**config.mk**
```make
export PLATFORM = sky130hd
export DESIGN_NAME = instr_encoder
export DESIGN_NICKNAME = d
export VERILOG_FILES = /design/src/rtl/instr_encoder.sv
export SDC_FILE = /design/constraint.sdc
export NUM_CORES = 1
export LEC_CHECK = 0
export BUFFER_PORTS_ARGS = -buffer_cell sky130_fd_sc_hd__buf_2
export CAP_MARGIN = 0
export CELL_PAD_IN_SITES_DETAIL_PLACEMENT = 0
export CELL_PAD_IN_SITES_GLOBAL_PLACEMENT = 1
export CORE_MARGIN = 1.5
export CORE_UTILIZATION = 36
export CTS_BUF_LIST = sky130_fd_sc_hd__clkbuf_8
export CTS_CLUSTER_DIAMETER = 200
export DETAILED_ROUTE_END_ITERATION = 10
export GPL_TIMING_DRIVEN = 0
export PLACE_DENSITY_LB_ADDON = 0.2
export SLEW_MARGIN = 40
export SYNTH_ARGS = -nofsm -noshare
export SYNTH_HDL_FRONTEND = slang
export SYNTH_SLANG_ARGS = --single-unit
```
**constraint.sdc**
```tcl
create_clock -name clk -period 1.9 [get_ports clk]
set_clock_uncertainty 0.05 [all_clocks]
set_input_delay 0.38 -clock clk [delete_from_list [all_inputs] [get_ports clk]]
set_output_delay 0.38 -clock clk [all_outputs]
set_load 0.03 [all_outputs]
```
**src/rtl/instr_encoder.sv**
```systemverilog
// RV32I field-to-instruction encoder with immediate range checks and sequential word addressing.
// Latency: one cycle from input accept to out_valid; full throughput through a single register stage.
// Backpressure: in_ready = !out_valid || out_ready; a stalled word holds instr/addr/err stable.
module instr_encoder #(
  parameter int ADDR_W    = 10,
  parameter int BASE_ADDR = 0,
  parameter int ERRCNT_W  = 8
) (
  input  logic                clk,
  input  logic                rst_n,
  input  logic                start,
  input  logic                in_valid,
  output logic                in_ready,
  input  logic [4:0]          opcode,
  input  logic [2:0]          funct3,
  input  logic [6:0]          funct7,
  input  logic [4:0]          rs1,
  input  logic [4:0]          rs2,
  input  logic [4:0]          rd,
  input  logic [31:0]         imm,
  output logic                out_valid,
  input  logic                out_ready,
  output logic [31:0]         out_instr,
  output logic [ADDR_W-1:0]   out_addr,
  output logic                out_err,
  output logic [ERRCNT_W-1:0] err_count
);

  localparam logic [4:0] OP_R     = 5'b01100;
  localparam logic [4:0] OP_IMM   = 5'b00100;
  localparam logic [4:0] OP_LOAD  = 5'b00000;
  localparam logic [4:0] OP_JALR  = 5'b11001;
  localparam logic [4:0] OP_SYS   = 5'b11100;
  localparam logic [4:0] OP_STORE = 5'b01000;
  localparam logic [4:0] OP_BR    = 5'b11000;
  localparam logic [4:0] OP_JAL   = 5'b11011;
  localparam logic [4:0] OP_LUI   = 5'b01101;
  localparam logic [4:0] OP_AUIPC = 5'b00101;

  localparam logic [ADDR_W-1:0] BASE = ADDR_W'(BASE_ADDR);

  typedef struct packed {
    logic [31:0] instr;
    logic        err;
  } enc_t;

  enc_t              enc;
  logic              fits_i, fits_b, fits_j, fits_sh, fits_u;
  logic [31:0]       i_word;
  logic [ADDR_W-1:0] next_addr;
  logic [ADDR_W-1:0] word_addr;
  logic              fire_in, fire_out;

  // A value fits an N-bit signed field when every bit above the field's sign bit matches it.
  assign fits_i  = (&imm[31:11]) | ~(|imm[31:11]);
  assign fits_b  = ((&imm[31:12]) | ~(|imm[31:12])) & ~imm[0];
  assign fits_j  = ((&imm[31:20]) | ~(|imm[31:20])) & ~imm[0];
  assign fits_sh = ~(|imm[31:5]);
  assign fits_u  = ~(|imm[11:0]);

  assign i_word = {imm[11:0], rs1, funct3, rd, opcode, 2'b11};

  always_comb begin
    enc.instr = i_word;
    enc.err   = 1'b0;
    case (opcode)
      OP_R: begin
        enc.instr = {funct7, rs2, rs1, funct3, rd, opcode, 2'b11};
      end
      OP_IMM: begin
        if (funct3 == 3'b001 || funct3 == 3'b101) begin
          enc.instr = {funct7, imm[4:0], rs1, funct3, rd, opcode, 2'b11};
          enc.err   = ~fits_sh;
        end else begin
          enc.err = ~fits_i;
        end
      end
      OP_LOAD, OP_JALR, OP_SYS: begin
        enc.err = ~fits_i;
      end
      OP_STORE: begin
        enc.instr = {imm[11:5], rs2, rs1, funct3, imm[4:0], opcode, 2'b11};
        enc.err   = ~fits_i;
      end
      OP_BR: begin
        enc.instr = {imm[12], imm[10:5], rs2, rs1, funct3, imm[4:1], imm[11], opcode, 2'b11};
        enc.err   = ~fits_b;
      end
      OP_JAL: begin
        enc.instr = {imm[20], imm[10:1], imm[11], imm[19:12], rd, opcode, 2'b11};
        enc.err   = ~fits_j;
      end
      OP_LUI, OP_AUIPC: begin
        enc.instr = {imm[31:12], rd, opcode, 2'b11};
        enc.err   = ~fits_u;
      end
      default: begin
        enc.err = 1'b1;
      end
    endcase
  end

  assign in_ready  = !out_valid || out_ready;
  assign fire_in   = in_valid && in_ready;
  assign fire_out  = out_valid && out_ready;
  // start in the accept cycle restarts numbering at this very word.
  assign word_addr = start ? BASE : next_addr;

  always_ff @(posedge clk) begin
    if (!rst_n) begin
      out_valid <= 1'b0;
      out_instr <= '0;
      out_err   <= 1'b0;
      out_addr  <= BASE;
      next_addr <= BASE;
      err_count <= '0;
    end else begin
      if (fire_in) begin
        out_valid <= 1'b1;
        out_instr <= enc.instr;
        out_err   <= enc.err;
        out_addr  <= word_addr;
        next_addr <= word_addr + ADDR_W'(1);
      end else begin
        if (fire_out) out_valid <= 1'b0;
        if (start)    next_addr <= BASE;
      end
      if (start)
        err_count <= '0;
      else if (fire_out && out_err && !(&err_count))
        err_count <= err_count + ERRCNT_W'(1);
    end
  end

endmodule

```
# After elaboration in Yosys (flattened, before gate mapping)
# Index checks and enable logic that the tools add are counted.
[word_totals]
regBits = 62
inputBits = 67
[classes]
add_sub_neg = 2
n_eq_ne = 11
muxes = 8
n_bitwise = 13
reduce_logical = 22
[ops]
columns = ["operator", "count"]
rows = [
  ["$pmux 32 s6", 1],
  ["$mux 32", 1],
  ["$reduce_or 27->1", 1],
  ["$reduce_or 12->1", 2],
  ["$reduce_and 21->1", 1],
  ["$reduce_or 21->1", 1],
  ["$eq 5x5->1 const B", 4],
  ["$mux 10", 2],
  ["$reduce_and 20->1", 1],
  ["$reduce_or 20->1", 1],
  ["$eq 5x4->1 const B", 3],
  ["$reduce_and 12->1", 1],
  ["$add 10x1->10 const B", 1],
  ["$eq 5x3->1 const B", 2],
  ["$add 8x1->8 const B", 1],
  ["$not 1->1", 8],
  ["$reduce_and 8->1", 1],
  ["$pmux 1 s6", 1],
  ["$logic_not 5->1", 1],
  ["$logic_and 1x1->1", 4],
  ["$reduce_or 2->1", 2],
  ["$reduce_or 4->1", 1],
  ["$eq 3x1->1 const B", 1],
  ["$eq 3x3->1 const B", 1],
  ["other kinds (6)", 13],
]

# Longest topological paths before layout
[depth]
depth_word = 6
ltp_mapped = 7

# Least setup slack after synthesis
# OpenSTA, ideal clock, no wires.
[synth_path]
kind = "flip-flop to flip-flop"
from = "register out_valid"
to = "register out_err"
setup_time_ps = 136
arrival_ps = 1599
required_time_ps = 1714
slack_ps = 115
stages_incl_launch_ff = 8
synth_period_minus_slack_ps = 1785
path_cell_list = "dfxtp_1 -> nor2b_1 -> inv_2 -> and2_1 -> buf_2 -> o21ai_0 -> nand4b_1 -> o221ai_1"
[synth_via]
elab_chain_len = 3
[synth_lines]
columns = ["element", "line", "text"]
rows = [
  ["from (decl)", "21", "output logic out_valid,"],
  ["from (signal assigned)", "111", "out_valid <= 1'b0;"],
  ["from (signal assigned)", "119", "out_valid <= 1'b1;"],
  ["from (signal assigned)", "125", "if (fire_out) out_valid <= 1'b0;"],
  ["$logic_not 1->1", "103", "assign in_ready = !out_valid || out_ready;"],
  ["$logic_or 1x1->1", "103", ""],
  ["via in_ready", "13", "output logic in_ready,"],
  ["$logic_and 1x1->1", "104", "assign fire_in = in_valid && in_ready;"],
  ["to (signal assigned)", "121", "out_err <= enc.err;"],
  ["to (decl)", "25", "output logic out_err,"],
]
# The timed path passes the listed nets, and every way through them passes these cells.
# A chain may end at the register's enable or synchronous reset.

# Final worst setup path
[layout_path]
from = "register out_valid"
to = "register out_err"
[layout_via]
elab_chain_len = 3
[layout_lines]
columns = ["element", "line"]
rows = [
  ["$logic_not 1->1", "103"],
  ["$logic_or 1x1->1", "103"],
  ["$logic_and 1x1->1", "104"],
]
# Every way passes these cells.

==> impl_results.md <==
- Status: complete, no violations
- Largest net degree at the start of global routing: 12
- Antenna violations before repair: 0
- Post-synthesis async set-or-reset flop share: 0%
- CP Capture Type: register
- Slowest stage delay, CP: 0.37 ns
- First-pass iteration count of the detailed router: 4
- Total die area: 8980 um^2
- CTS root buf: clkbuf_8
- Final net count: 559
- Yosys warning count: 0
- GRT Total Usage: 21.3%
- Post-route ant nets: 0
- Clk_lat worst skew: 0.34 ns
- Buf/Inv on CP: 2
- Synthesized net count: 433
- WS Path Type: reg2reg
- MaxCap Viol Count: 0
- Mapped Cells: 364
- Worst ir drop on vdd: 301 uV
- CTS tree: built
- Diode count: 0
- Final Hold Viols: 0
- Placed Area: 3740 um^2
- RePlAce Congestion: 0.919
- I/O Buffers: 115
- Wire length per cell: 15.5 um
- Ports: 120
- Remaining DRCs: 0
- Design area: 3970 um^2
- Initial core utilization: 37.1%
- 1st-iter DRT viols: 92
- Clock net sink count: 61
- Vias post-DR: 3115
- CP cell instances: nor2b_2, inv_2, and2_1, buf_2, o21ai_0, nand4b_1, o221ai_1
- Die span in y: 94.8 um
- Post-detail-place hpwl: 7100 um
- Period minus WS final: 1.73 ns
- # rows: 33
- Synth cell types: 53
- CORE AREA: 8180 um^2
- Clock slew at the register clock pins of the worst setup and hold paths: 0.07 ns
- H-Tree Depth: 3
- Syn Area/Cell: 8.33 um^2
- CP delay by family, top: simple AND/OR/NAND/NOR gates
- Post-Route WL: 9290 um
- RSZ-0062 raised after global routing: false
- Worst Path Required: 2.06 ns
- Design Power: 3.21 mW
- Post-route clock period utilization: 90.8%
- Startpoint types: register
- Clock Tree Buf Depth: 2
- Post-cts repair resize count: 0
- Sequential area share after synthesis: 40.3%
- CP max FO: 10
- Worst EP arrival: 1.89 ns
- Final-report setup violation count: 0
- Final Slew Violations: 0
- Layout cells sized above 1: 31.3%
- Slowest cell on the critical path: dfxtp_1
- Cell Pwr Density: 808 nW/um^2
- Vias in the first global route: 3013
- Ys flop type: dfxtp_1
- Post CTS Setup Buffer Count: 0
- Hold buffers post-CTS: 0
- First-pass GRT wire length: 14600 um
- Number of flops mapped to enable cells by yosys: 0
- Grt total ovfl: 0
- Least-Margin Pin Slew: 0.591 ns
- Highest Clock Rate: 580 MHz
- Mean number of vias per cell: 5.19
- Register bit total from synthesis: 61
- Area Growth Syn to Fin: 31.0%
- Worst r2r path cells: 7
- Num CTS Buffers: 9
- Crit path depth: 7
- Slew HR: 60.5%
- Lkg Pwr: 1.73 nW
- Die boundary width: 94.8 um
- Post-Syn Area: 3030 um^2
- Hold path cells: 3
- Worst hold path type: in2reg
[per-stage QoR]
step	cells	util [%]	setup slack, ns	hold WS, ns	TNS, ns
after floorplan	364	-	0.115	0.422	0
after global placement	584	45.7	-0.206	0.391	-0.559
after detailed placement	584	45.7	-0.185	0.396	-0.502
after CTS	600	48.5	0.000810	0.221	0
after global routing	600	48.6	0.0277	0.229	0
final	600	48.6	0.174	0.236	0
[Yosys cell counts (2+ instances only)]
master / count / share of area [%]
nand4_1: 10 / 2.1
inv_1: 4 / 0.50
a211oi_1: 13 / 3.2
nand3b_1: 3 / 0.74
or3_1: 4 / 0.83
mux2i_1: 13 / 4.3
nand4b_1: 4 / 1.2
nand3_1: 7 / 1.2
nor2_1: 42 / 5.2
o21ai_0: 16 / 2.6
ha_1: 2 / 0.83
buf_2: 7 / 1.2
nor2b_1: 8 / 1.7
a21oi_1: 32 / 5.3
nor4_1: 6 / 1.2
dfxtp_1: 61 / 40
nand2b_1: 2 / 0.41
buf_1: 2 / 0.25
buf_6: 2 / 0.74
nor3b_1: 4 / 0.99
clkbuf_1: 12 / 1.5
and3_1: 3 / 0.62
a31oi_1: 3 / 0.62
o211ai_1: 3 / 0.74
xnor2_1: 7 / 2.0
a221oi_1: 12 / 3.5
nand2_1: 46 / 5.7
or4_1: 2 / 0.50
nor3_1: 5 / 0.83
xor2_1: 6 / 1.7
[flip-flops by register name, summed over array words and instances, names as in the netlist]
| name | cells |
|---|---|
| next_addr | 10 |
| err_count | 8 |
| out_err | 1 |
| out_addr | 10 |
| out_instr | 31 |
| out_valid | 1 |
[worst reg2reg max path, cell delays in order, from the launching register on]
cell and delay, ns:
dfxtp_1 0.37, nor2b_2 0.24, inv_2 0.06, and2_1 0.17
buf_2 0.18, o21ai_0 0.25, nand4b_1 0.16, o221ai_1 0.11
[final timing paths]
kind	startpoint	slack, ns	to
worst max-delay path	out_valid	0.17	out_err
worst min register to register	out_addr[3]	0.40	out_addr[3]
worst min-delay path	imm[7]	0.24	out_instr[27]
worst max register to register	out_valid	0.17	out_err
[layer usage]
layer	wire length, um	global-route usage (%)	vias up
met1	4070	26.1	1434
met5	0	0	-
met3	565	5.96	9
met4	149	7.96	0
met2	4500	35.2	96
li1	-	-	1576
[logic make-up after synthesis]
family | Yosys count | share of synthesized area, %
AND/OR/NAND/NOR | 157 | 27.4
AO/OA/AOI/OAI | 88 | 18.8
flip-flops | 61 | 40.3
buffers and inverters | 30 | 4.62
XOR/XNOR | 13 | 3.76
multiplexers | 13 | 4.29
adder cells (fa/ha/maj) | 2 | 0.825
[where the power goes]
part | switching [mW] | leakage, nW | internal, mW
clock network | 0.532 | 0.112 | 0.771
registers | 0.0299 | 0.500 | 1.34
logic | 0.353 | 1.12 | 0.185
total | 0.915 | 1.73 | 2.29
[layout make-up]
class | instances | area, um^2
Timing Repair Buffer | 115 | 576
Inverter | 6 | 22.5
Tap cell | 105 | 131
Buffer | 24 | 123
Multi-Input combinational cell | 273 | 1670
Sequential cell | 61 | 1220
Clock inverter | 6 | 86.3
Fill cell | 858 | 4210
Clock buffer | 10 | 138
[cells in the final DEF (no fill, tap or decap), types with 2 or more instances in the layout]
cell       instances
nor4_1             6
dfxtp_1           61
clkinv_2           2
nor3b_1            4
and3_1             3
nand2b_1           2
xnor2_1            7
buf_6              2
nor2b_1            7
a21oi_1           32
nand2_1           46
a211oi_1          13
clkbuf_8          10
ha_1               2
or4_1              2
o21ai_0           16
nor3_1             5
buf_2            122
a31oi_1            3
or3_1              4
mux2i_1           13
nand3b_1           3
bufinv_16          2
nand3_1            7
inv_1              4
nand4b_1           4
a221oi_1          12
nor2_1            42
nand4_1           10
clkbuf_2           4
o211ai_1           3
clkbuf_1           9
xor2_1             6
Note: power is estimated with default switching activity, not from simulation.
